**config.mk**
```make
export PLATFORM = sky130hd
export DESIGN_NAME = bcd_count_ctrl
export DESIGN_NICKNAME = d
export VERILOG_FILES = /design/src/rtl/bcd_ctrl_pkg.sv /design/src/rtl/bcd_digit.sv /design/src/rtl/bcd_count_ctrl.sv
export SDC_FILE = /design/constraint.sdc
export NUM_CORES = 1
export LEC_CHECK = 0
export CAP_MARGIN = 25
export CORE_MARGIN = 2
export CORE_UTILIZATION = 57
export DETAILED_ROUTE_END_ITERATION = 6
export HOLD_SLACK_MARGIN = 0.08
export PLACE_DENSITY = 0.85
export SYNTH_ARGS = -nofsm -noshare
export SYNTH_HDL_FRONTEND = slang
export SYNTH_HIERARCHICAL = 1
export SYNTH_SLANG_ARGS = --single-unit
```
**constraint.sdc**
```tcl
create_clock -name clk -period 4.2 [get_ports clk]
set_clock_uncertainty 0.2 [all_clocks]
set_input_delay 0.42 -clock clk [delete_from_list [all_inputs] [get_ports clk]]
set_output_delay 0.42 -clock clk [all_outputs]
set_load 0.005 [all_outputs]
```
**src/rtl/bcd_ctrl_pkg.sv**
```systemverilog
// Shared types and helpers for the BCD counter sequencing controller.
// Holds the controller state encoding, the digit limits and the preload clamp.
package bcd_ctrl_pkg;

  typedef enum logic [1:0] {
    IDLE  = 2'd0,
    RUN   = 2'd1,
    PAUSE = 2'd2,
    DONE  = 2'd3
  } state_t;

  localparam logic [3:0] DIGIT_MAX = 4'd9;
  localparam logic [3:0] DIGIT_MIN = 4'd0;

  // Any preload nibble above 9 is forced to 9 so q never shows invalid BCD.
  function automatic logic [3:0] bcd_clamp(input logic [3:0] d);
    return (d > DIGIT_MAX) ? DIGIT_MAX : d;
  endfunction

endpackage

```
**src/rtl/bcd_digit.sv**
```systemverilog
// One BCD digit of the counter: clear, clamped load, and up/down step with
// carry/borrow out, chained digit to digit by the top level.
module bcd_digit
  import bcd_ctrl_pkg::*;
(
  input  logic       clk,
  input  logic       reset,
  input  logic       en,
  input  logic       up_down,
  input  logic       load,
  input  logic [3:0] load_d,
  input  logic       clr,
  output logic [3:0] d,
  output logic       carry_out
);

  // Carry (up) or borrow (down) into the next digit when this one rolls over.
  assign carry_out = en && (up_down ? (d == DIGIT_MAX) : (d == DIGIT_MIN));

  // NOTE: sequential state is written only with non-blocking assignments so
  // every register samples the pre-edge values of its neighbours.
  always_ff @(posedge clk) begin
    if (reset) begin
      d <= DIGIT_MIN;
    end else if (clr) begin
      d <= DIGIT_MIN;
    end else if (load) begin
      d <= bcd_clamp(load_d);
    end else if (en) begin
      if (up_down) begin
        d <= (d == DIGIT_MAX) ? DIGIT_MIN : d + 4'd1;
      end else begin
        d <= (d == DIGIT_MIN) ? DIGIT_MAX : d - 4'd1;
      end
    end
  end

endmodule

```
**src/rtl/bcd_count_ctrl.sv**
```systemverilog
// Run/pause/clear/load sequencer for an N-digit BCD counter, stepping on a
// single-clock prescaler tick, with wrap-or-stop at the terminal count.
module bcd_count_ctrl
  import bcd_ctrl_pkg::*;
#(
  parameter int DIGITS   = 2,
  parameter int TICK_DIV = 50_000_000,
  parameter int DIV_W    = 27
) (
  input  logic                clk,
  input  logic                reset,
  input  logic                start,
  input  logic                stop,
  input  logic                clear,
  input  logic                load,
  input  logic [4*DIGITS-1:0] load_val,
  input  logic                up_down,
  input  logic                wrap_en,
  output logic [4*DIGITS-1:0] q,
  output logic                tick,
  output logic                tc,
  output logic                running,
  output logic                done
);

  localparam logic [DIV_W-1:0] PRESC_LAST = DIV_W'(TICK_DIV - 1);

  state_t             state;
  logic [DIV_W-1:0]   presc;
  logic [DIGITS-1:0]  dig_en;
  logic [DIGITS-1:0]  dig_carry;
  logic [DIGITS-1:0]  at_term;
  logic               terminal;
  logic               step;
  logic               ctl_override;

  assign ctl_override = clear || load;
  assign tick         = (state == RUN) && (presc == PRESC_LAST);

  // Terminal count depends on the direction presented in the tick cycle.
  assign terminal = &at_term;

  // A tick steps the digits unless clear/load overrides it or the count must
  // stop at terminal; wrapping is just the digits rolling over naturally.
  assign step = tick && !ctl_override && (wrap_en || !terminal);
  assign tc   = tick && !ctl_override && terminal && wrap_en;

  genvar gi;
  generate
    for (gi = 0; gi < DIGITS; gi++) begin : g_digit
      if (gi == 0) begin : g_lsd
        assign dig_en[gi] = step;
      end else begin : g_chain
        assign dig_en[gi] = dig_carry[gi-1];
      end

      assign at_term[gi] = up_down ? (q[4*gi +: 4] == DIGIT_MAX)
                                   : (q[4*gi +: 4] == DIGIT_MIN);

      bcd_digit u_digit (
        .clk       (clk),
        .reset     (reset),
        .en        (dig_en[gi]),
        .up_down   (up_down),
        .load      (load),
        .load_d    (load_val[4*gi +: 4]),
        .clr       (clear),
        .d         (q[4*gi +: 4]),
        .carry_out (dig_carry[gi])
      );
    end
  endgenerate

  // Controller FSM and prescaler; running/done are registered with the state.
  always_ff @(posedge clk) begin
    if (reset) begin
      state   <= IDLE;
      presc   <= '0;
      running <= 1'b0;
      done    <= 1'b0;
    end else if (ctl_override) begin
      state   <= IDLE;
      presc   <= '0;
      running <= 1'b0;
      done    <= 1'b0;
    end else begin
      case (state)
        IDLE: begin
          if (start && !stop) begin
            state   <= RUN;
            presc   <= '0;
            running <= 1'b1;
          end
        end
        RUN: begin
          presc <= tick ? '0 : presc + 1'b1;
          if (stop) begin
            state   <= PAUSE;
            running <= 1'b0;
          end else if (tick && terminal && !wrap_en) begin
            state   <= DONE;
            running <= 1'b0;
            done    <= 1'b1;
          end
        end
        PAUSE: begin
          // Prescaler holds its value so a resume finishes the interrupted tick.
          if (start && !stop) begin
            state   <= RUN;
            running <= 1'b1;
          end
        end
        DONE: begin
          done <= 1'b1;
        end
        default: begin
          state   <= IDLE;
          presc   <= '0;
          running <= 1'b0;
          done    <= 1'b0;
        end
      endcase
    end
  end

endmodule

```
==> results.tsv, run 1 <==
stage	metric	value	unit
outcome	status	completed	
placement	hpwl	4.07	mm
cts	clkTransAtPathRegs	70	ps
sta	fmax	287	MHz
cts	clockBufferDepth	2	
routing	drt_wl_total	5.82	mm
die	die_w	71.1	µm
cts	post_cts_buffers	0	
setup_path	arrival	3450	ps
die	rows	24	
global_routing	grt-ovfl-total	0	
global_routing	grt_pass1_wl	9.93	mm
placement	gp_congestion	0.869	
setup_path	r2r.worst_path.cells	11	
min_path	hp-class	reg2reg	
layout	antenna_cells	0	
global_routing	grt_pass1_vias	2247	
setup_path	cp-end-kind	flip-flop	
layout	areaGrowthSynthToFinish	13.8	%
sta	slew_viol_final	0	
sta	setup_viol	0	
layout	nets	355	
cts	cts_tree	done	
sta	finalSetupTns	0	ps
layout	instances_no_fill	390	
setup_path	path_max_fanout	6	
setup_path	rr_startpoint	presc[17]$_SDFFE_PP0P_	
sta	min_period	3480	ps
placement	dp_cells	383	
synthesis	synth_cells	317	
sta	grt_setup_unrepaired	false	
flow_run	drv_cap	0	
sta	finalCritPeriodShare	0.830	
placement	io_buffers	27	
layout	n_fill_cell	370	
sta	tightest_slew	613	ps
setup_path	r2r_end	g_digit[1].u_digit/d[3]$_SDFFE_PP0P_	
sta	hold_viol_final	0	
setup_path	cp-start-kind	flip-flop	
global_routing	antenna_found_initial	0	
cts	cts_sinks	39	
layout	multi_input_area	1550	µm²
synthesis	synth_area	2560	µm²
sta	fin_hold_ws	290	ps
synthesis	postSynthAreaPerCell	8.08	µm²
global_routing	grt_max_degree	29	
sta	slew_headroom	0.588	
cts	numCtsBuffers	5	
die	io_pins	28	
routing	first_pass_iters	5	
routing	first_iter_violations	322	
routing	vias	2484	
placement	placed_cell_area	2810	µm²
layout	final_cell_area	2920	µm²
routing	post_drt_wl_per_cell	14.9	µm
routing	ant_nets	0	
synthesis	synth_nets	334	
power	cellPowerDensity	265	nW/µm²
setup_path	path_class	reg2reg	
setup_path	critPathRequiredTime	4170	ps
min_path	hp-start	presc[22]$_SDFFE_PP0P_	
cts	cts_resized	0	
die	initial_core_util	0.589	
power	ir_drop	0.133	mV
layout	register_area	781	µm²
cts	insertion_delay	300	ps
min_path	holdPathStages	2	
global_routing	grtUsageTotal	0.238	
die	dieArea	5050	µm²
setup_path	rrSetupSlack	720	ps
routing	routed_via_density	6.37	
synthesis	ys_warn_count	6	
power	power	772	µW
die	core-area	4350	µm²
min_path	hold_end	presc[22]$_SDFFE_PP0P_	
cts	root_buffer	clkbuf_8	
cts	cts_max_level	2	
die	die_h	71.1	µm
cts	hold_buffers	0	
routing	drc	0	
layout	drive_gt1_frac	0.104	
power	p_leak	0.934	nW
==> critical path, cell delays in order (launching register included) <==
cell,delay [ps]
dfxtp_1,430
nor4b_1,380
and4_2,320
and3_1,190
nand2_1,80
nor2_1,130
or3b_1,380
a21oi_1,400
inv_1,100
or3_1,380
a311oi_1,310
a2111oi_2,60
==> registers in the layout, summed over array words and instances, names as in the netlist <==
name / cells
done: 1
g_digit.u_digit/d: 8
presc: 27
running: 1
state: 2
==> where the power goes <==
part           internal (mW)  total, mW  leakage [nW]  switching (mW)
logic                 0.0422     0.0825         0.567          0.0402
registers              0.374      0.384         0.315          0.0105
clock network          0.174      0.305        0.0513           0.131
==> worst max-delay path by stage <==
stage                                start                              endpoint  slack, ps  cells past startpoint
floorplan           presc[12]$_SDFFE_PP0P_  g_digit[1].u_digit/d[3]$_SDFFE_PP0P_       1010                     16
global placement                   up_down  g_digit[1].u_digit/d[3]$_SDFFE_PP0P_        790                     11
detailed placement                 up_down  g_digit[1].u_digit/d[3]$_SDFFE_PP0P_        690                     11
CTS                 presc[17]$_SDFFE_PP0P_  g_digit[1].u_digit/d[3]$_SDFFE_PP0P_        780                     11
global route        presc[17]$_SDFFE_PP0P_  g_digit[1].u_digit/d[3]$_SDFFE_PP0P_        550                     11
finish              presc[17]$_SDFFE_PP0P_  g_digit[1].u_digit/d[3]$_SDFFE_PP0P_        720                     11
==> stage by stage <==
step / util / setup slack, ps
2_1_floorplan: - / 1010
3_3_place_gp: 0.646 / 791
3_5_place_dp: 0.646 / 689
4_1_cts: 0.670 / 783
5_1_grt: 0.670 / 554
6_report: 0.670 / 715
==> cells in the final DEF, fill, tap and decap left out, drive strengths merged, types with 5 or more instances in the layout <==
| cell type | count |
|---|---|
| nand2 | 21 |
| nand4 | 10 |
| a31oi | 21 |
| a21oi | 9 |
| nand3 | 22 |
| and4 | 5 |
| nor4 | 9 |
| or3 | 5 |
| clkbuf | 6 |
| and3 | 9 |
| o21ai | 8 |
| o22ai | 10 |
| nor3 | 13 |
| inv | 19 |
| xor2 | 5 |
| dfxtp | 39 |
| mux2i | 5 |
| nor2 | 21 |
| buf | 10 |
| xnor2 | 9 |
| a311oi | 6 |
| nand3b | 6 |
| clkdlybuf4s50 | 27 |
==> routing by layer <==
layer,up-vias,routed length (µm),global-route usage
met3,10,342,0.0356
met1,1150,2540,0.313
met2,88,2840,0.396
li1,1236,-,-
met4,0,100,0.0881
met5,-,0,0
==> layout make-up <==
class,instances,share of cell area
clock inverters,1,0.0103
well taps,52,0.0223
repair buffers,37,0.118
clock buffers,6,0.0249
inverters,19,0.0245
multi-input cells,236,0.532
flip-flops and latches,39,0.268
No activity file was read; power rests on OpenSTA's default activity.
==> run 2: changes to the inputs <==
Clock period 4.2 ns to 3.52 ns, I/O delays scaled along.
==> run 2 against run 1 <==
Clock power up 27%. Largest cell class unchanged. Sequential cell count unchanged. Highest routed layer unchanged. Core utilization grew 1.0 points. Hold slack better by 13 ps.
==> results.tsv, run 2 (synthesized netlist as in run 1, its figures left out) <==
stage	metric	value	unit	change
routing	first_pass_iters	5		unchanged
min_path	hp-class	reg2reg		unchanged
die	core-area	4350	µm²	unchanged
die	initial_core_util	0.589		unchanged
power	swShare	0.231		was 0.235
global_routing	antenna_found_initial	0		unchanged
sta	setup_viol	0		unchanged
sta	finalCritPeriodShare	0.924		was 0.830
global_routing	grt-ovfl-total	0		unchanged
flow_run	drv_cap	0		unchanged
cts	cts_tree	done		unchanged
layout	final_common_cell	dfxtp_1		unchanged
sta	slew_viol_final	0		unchanged
sta	min_period	3250	ps	was 3480 ps
power	p_clk_frac	0.408		was 0.395
layout	largest_reg_flops	27		unchanged
layout	nets	359		was 355
global_routing	use_met3	0.0399		was 0.0356
power	p_leak	0.964	nW	was 0.934 nW
power	combPwrFrac	0.109		was 0.107
sta	fmax	308	MHz	was 287 MHz
global_routing	grt_max_degree	21		was 29
setup_path	path_class	reg2reg		unchanged
cts	clkTransAtPathRegs	80	ps	was 70 ps
cts	clockBufferDepth	2		unchanged
layout	final_cell_area	2960	µm²	was 2920 µm²
power	p_sw	219	µW	was 182 µW
die	die_h	71.1	µm	unchanged
outcome	status	completed		unchanged
layout	regMostFlops	presc		unchanged
layout	mostFrequentLayoutCells	dfxtp_1, clkdlybuf4s50_1, nand3_1		unchanged
cts	hold_buffers	0		unchanged
sta	grt_setup_unrepaired	false		unchanged
cts	cts_max_level	2		unchanged
sta	tightest_slew	741	ps	was 613 ps
setup_path	cp-start-kind	flip-flop		unchanged
die	dieArea	5050	µm²	unchanged
global_routing	grtUsageTotal	0.246		was 0.238
routing	post_drt_wl_per_cell	15.2	µm	was 14.9 µm
global_routing	grt_pass1_wl	10.1	mm	was 9.93 mm
sta	finalSetupTns	0	ps	unchanged
placement	post-place-ws	301	ps	was 689 ps
layout	antenna_cells	0		unchanged
routing	vias	2495		was 2484
global_routing	grtUsageMet1	0.320		was 0.313
power	power_frac_seq	0.483		was 0.498
die	io_pins	28		unchanged
global_routing	grt_pass1_vias	2212		was 2247
routing	ant_nets	0		unchanged
setup_path	path_max_fanout	8		was 6
placement	gp_congestion	0.885		was 0.869
cts	insertion_delay	290	ps	was 300 ps
routing	drt_wl_total	6.00	mm	was 5.82 mm
layout	drive_gt1_frac	0.120		was 0.104
setup_path	rr_startpoint	state[0]$_SDFFE_PP0P_		was presc[17]$_SDFFE_PP0P_
sta	hold_viol_final	0		unchanged
placement	hpwl	4.19	mm	was 4.07 mm
global_routing	grtUsageMet2	0.418		was 0.396
cts	cts_sinks	39		unchanged
layout	areaGrowthSynthToFinish	15.5	%	was 13.8%
cts	cts_resized	0		unchanged
power	ir_drop	0.174	mV	was 0.133 mV
sta	slew_headroom	0.505		was 0.588
cts	root_buffer	clkbuf_8		unchanged
die	rows	24		unchanged
layout	biggestRegsByFlops	presc: 27 flops, g_digit.u_digit/d: 8 flops, state: 2 flops		unchanged
routing	first_iter_violations	176		was 322
min_path	hp-start	presc[20]$_SDFFE_PP0P_		was presc[22]$_SDFFE_PP0P_
power	intPower	729	µW	was 590 µW
layout	n_fill_cell	357		was 370
setup_path	arrival	3240	ps	was 3450 ps
setup_path	critPathRequiredTime	3510	ps	was 4170 ps
placement	placed_cell_area	2840	µm²	was 2810 µm²
setup_path	cp-end-kind	flip-flop		unchanged
power	cellPowerDensity	320	nW/µm²	was 265 nW/µm²
cts	post_cts_buffers	0		unchanged
sta	worst_slack	269	ps	was 715 ps
routing	drc	0		unchanged
setup_path	cp-startpoint	state[0]$_SDFFE_PP0P_		was presc[17]$_SDFFE_PP0P_
global_routing	busiest_layer	met2		unchanged
die	die_w	71.1	µm	unchanged
routing	routed_via_density	6.32		was 6.37
placement	io_buffers	27		unchanged
cts	numCtsBuffers	5		unchanged
[run 2: metal layers]
layer | routed length [µm] | up-vias
li1 | - | 1239
met1 | 2670 | 1163
met2 | 2950 | 86
met3 | 313 | 7
met4 | 67 | 0
met5 | 0 | -
[run 2: through the flow]
step	utilization	cells	total power, mW	hold slack [ps]
floorplan	-	317	0.525	228
global placement	0.653	387	0.568	272
detailed placement	0.653	387	0.569	279
CTS	0.680	395	0.952	300
global route	0.680	395	0.989	331
finish	0.680	395	0.948	303
[run 2: final cells by class]
cell class,count,area [µm²],share of cell area
clock buffers,6,82.6,0.0279
clock inverters,2,35.0,0.0118
inverters,19,71.3,0.0241
multi-input cells,236,1550,0.524
flip-flops and latches,39,781,0.264
well taps,52,65.1,0.0220
repair buffers,41,375,0.127
[run 2: power groups by stage]
stage | Sequential, mW | Combinational [mW] | Clock [mW]
after floorplan | 0.463 | 0.0618 | 0
after global placement | 0.467 | 0.101 | 0
after detailed placement | 0.467 | 0.102 | 0
after CTS | 0.457 | 0.103 | 0.392
after global routing | 0.459 | 0.113 | 0.417
final | 0.457 | 0.104 | 0.387
[run 2: critical path, stage by stage, from the launching register on]
cell and delay [ps]:
dfxtp_1 460, nor4b_1 300, and4_2 290, and3_1 210, nand2_1 80, nor2_1 110, or3b_1 370, a21oi_1 250
or3b_1 390, o22ai_1 180, a311oi_1 80, a2111oi_2 210
[run 2: final timing paths]
| kind | end | slack (ps) | cells past startpoint |
|---|---|---|---|
| hold reg to reg | presc[20]$_SDFFE_PP0P_ | 300 | 1 |
| setup reg to reg | g_digit[1].u_digit/d[3]$_SDFFE_PP0P_ | 270 | 11 |
| hold / removal | presc[20]$_SDFFE_PP0P_ | 300 | 1 |
| setup / recovery | g_digit[1].u_digit/d[3]$_SDFFE_PP0P_ | 270 | 11 |
==> run 3: changes to the inputs <==
Settings changed: CORE_UTILIZATION 57 to 30, PLACE_DENSITY 0.85 to 0.53.
==> run 3 against run 2 <==
Wire length is 9.1% higher. Combinational power hardly changed. Fmax is 2.4% higher. Cell count is 14% higher. Sequential power hardly changed. Critical path type unchanged. Critical endpoint unchanged.
==> results.tsv, run 3 (synthesized netlist as in run 1, its figures left out) <==
stage	metric	value	unit	change
cts	numCtsBuffers	5		unchanged
layout	drive_gt1_frac	0.122		was 0.120
layout	biggestRegsByFlops	presc: 27 flops, g_digit.u_digit/d: 8 flops, state: 2 flops		unchanged
sta	min_period	3180	ps	was 3250 ps
setup_path	path_max_fanout	8		unchanged
sta	fmax	315	MHz	was 308 MHz
sta	slew_headroom	0.558		was 0.505
layout	largest_reg_flops	27		unchanged
global_routing	grtUsageTotal	0.151		was 0.246
die	initial_core_util	0.310		was 0.589
routing	drt_wl_total	6.54	mm	was 6.00 mm
power	p_clk_frac	0.347		was 0.408
cts	clockBufferDepth	2		unchanged
power	p_leak	0.956	nW	was 0.964 nW
die	die_w	96.4	µm	was 71.1 µm
die	rows	33		was 24
sta	grt_setup_unrepaired	false		unchanged
setup_path	worstPathCellList	nor4b_1 -> and4_2 -> and3_1 -> nand2_1 -> nor2_1 -> or3b_1 -> a21oi_2 -> inv_1 -> or3_1 -> a311oi_1 -> a2111oi_2		was nor4b_1 -> and4_2 -> and3_1 -> nand2_1 -> nor2_1 -> or3b_1 -> a21oi_1 -> or3b_1 -> o22ai_1 -> a311oi_1 -> a2111oi_2
cts	insertion_delay	290	ps	about the same
global_routing	grt_pass1_vias	2265		was 2212
layout	regMostFlops	presc		unchanged
routing	vias	2462		was 2495
global_routing	grt_max_degree	22		was 21
sta	setup_viol	0		unchanged
setup_path	slowest_stage	dfxtp_1		unchanged
global_routing	grt-ovfl-total	0		unchanged
layout	areaGrowthSynthToFinish	17.4	%	was 15.5%
power	power_frac_seq	0.529		was 0.483
setup_path	slowest_delay	470	ps	was 460 ps
die	die_h	96.4	µm	was 71.1 µm
setup_path	cp_num_buf_inv	1		was 0
sta	tightest_slew	659	ps	was 741 ps
sta	slew_viol_final	0		unchanged
routing	routed_via_density	5.47		was 6.32
die	core-area	8260	µm²	was 4350 µm²
cts	cts_max_level	2		unchanged
layout	register_area	781	µm²	unchanged
routing	drc	0		unchanged
layout	nets	361		was 359
layout	n_fill_cell	877		was 357
cts	cts_tree	done		unchanged
outcome	status	completed		unchanged
cts	root_buffer	clkbuf_8		unchanged
global_routing	antenna_found_initial	0		unchanged
layout	antenna_cells	0		unchanged
routing	ant_nets	0		unchanged
power	swShare	0.259		was 0.231
placement	hpwl	4.67	mm	was 4.19 mm
routing	first_pass_iters	4		was 5
routing	first_iter_violations	148		was 176
power	cellPowerDensity	286	nW/µm²	was 320 nW/µm²
sta	hold_viol_final	0		unchanged
power	p_sw	223	µW	was 219 µW
placement	io_buffers	27		unchanged
cts	hold_buffers	0		unchanged
sta	finalCritPeriodShare	0.902		was 0.924
cts	cts_sinks	39		unchanged
flow_run	drv_cap	0		unchanged
die	dieArea	9300	µm²	was 5050 µm²
routing	post_drt_wl_per_cell	14.5	µm	was 15.2 µm
setup_path	cp-end-kind	flip-flop		unchanged
cts	clkTransAtPathRegs	80	ps	about the same
setup_path	critPathRequiredTime	3480	ps	was 3510 ps
setup_path	crit_family	simple AND/OR/NAND/NOR gates		unchanged
power	combPwrFrac	0.123		was 0.109
layout	multi_input_area	1550	µm²	about the same
die	io_pins	28		unchanged
setup_path	path_class	reg2reg		unchanged
min_path	hp-class	reg2reg		unchanged
power	power	862	µW	was 948 µW
global_routing	grt_pass1_wl	11.3	mm	was 10.1 mm
placement	gp_congestion	0.794		was 0.885
layout	mostFrequentLayoutCells	dfxtp_1, clkdlybuf4s50_1, nand3_1		unchanged
power	ir_drop	0.124	mV	was 0.174 mV
layout	final_common_cell	dfxtp_1		unchanged
power	intPower	639	µW	was 729 µW
setup_path	arrival	3140	ps	was 3240 ps
sta	finalSetupTns	0	ps	unchanged
setup_path	cp-start-kind	flip-flop		unchanged
==> run 3: cell types whose count changed in the layout (fill, tap and decap cells not counted) <==
cell,delta
buf_4,+2
clkbuf_1,+2
a21oi_1,-1
a21oi_2,+1
bufinv_16,-1
clkbuf_8,-1
==> run 3: cell type report <==
cell class,instances,area share
multi-input cells,236,0.516
well taps,105,0.0437
flip-flops and latches,39,0.259
repair buffers,43,0.130
clock inverters,1,0.00166
inverters,19,0.0237
clock buffers,7,0.0254
==> run 3: metrics by stage <==
| step | worst slack (ps) | cell area (µm²) | utilization | cells | hold WS [ps] |
|---|---|---|---|---|---|
| global route | 71.8 | 3010 | 0.364 | 450 | 316 |
| detailed placement | 229 | 2920 | 0.354 | 442 | 279 |
| CTS | 224 | 3010 | 0.364 | 450 | 299 |
| global placement | 307 | 2920 | 0.354 | 442 | 275 |
| floorplan | 330 | 2560 | - | 317 | 228 |
| finish | 344 | 3010 | 0.364 | 450 | 300 |
==> run 3: power groups by stage <==
| stage | registers (mW) | logic, mW | clock network, mW |
|---|---|---|---|
| 2_1_floorplan | 0.463 | 0.0618 | 0 |
| 3_3_place_gp | 0.467 | 0.106 | 0 |
| 3_5_place_dp | 0.466 | 0.106 | 0 |
| 4_1_cts | 0.456 | 0.107 | 0.306 |
| 5_1_grt | 0.458 | 0.118 | 0.325 |
| 6_report | 0.456 | 0.106 | 0.300 |
==> run 3: final timing paths <==
kind         cells past startpoint                    from  slack, ps                                   end
max                             11   state[0]$_SDFFE_PP0P_        340  g_digit[1].u_digit/d[3]$_SDFFE_PP0P_
min                              1  presc[24]$_SDFFE_PP0P_        300                presc[24]$_SDFFE_PP0P_
max reg2reg                     11   state[0]$_SDFFE_PP0P_        340  g_digit[1].u_digit/d[3]$_SDFFE_PP0P_
min reg2reg                      1  presc[24]$_SDFFE_PP0P_        300                presc[24]$_SDFFE_PP0P_
==> run 3: repair_timing <==
item / in CTS / in global routing
resized for setup: 0 / 1
setup buffers: 0 / 0
endpoints found under the setup margin: 0 / 1
==> run 3: layer usage <==
metal | track usage | wire length (µm) | vias to the layer above
met5 | 0 | 0 | -
met2 | 0.240 | 3000 | 61
li1 | - | - | 1244
met3 | 0.0248 | 274 | 8
met1 | 0.212 | 3200 | 1149
met4 | 0.0446 | 62 | 0
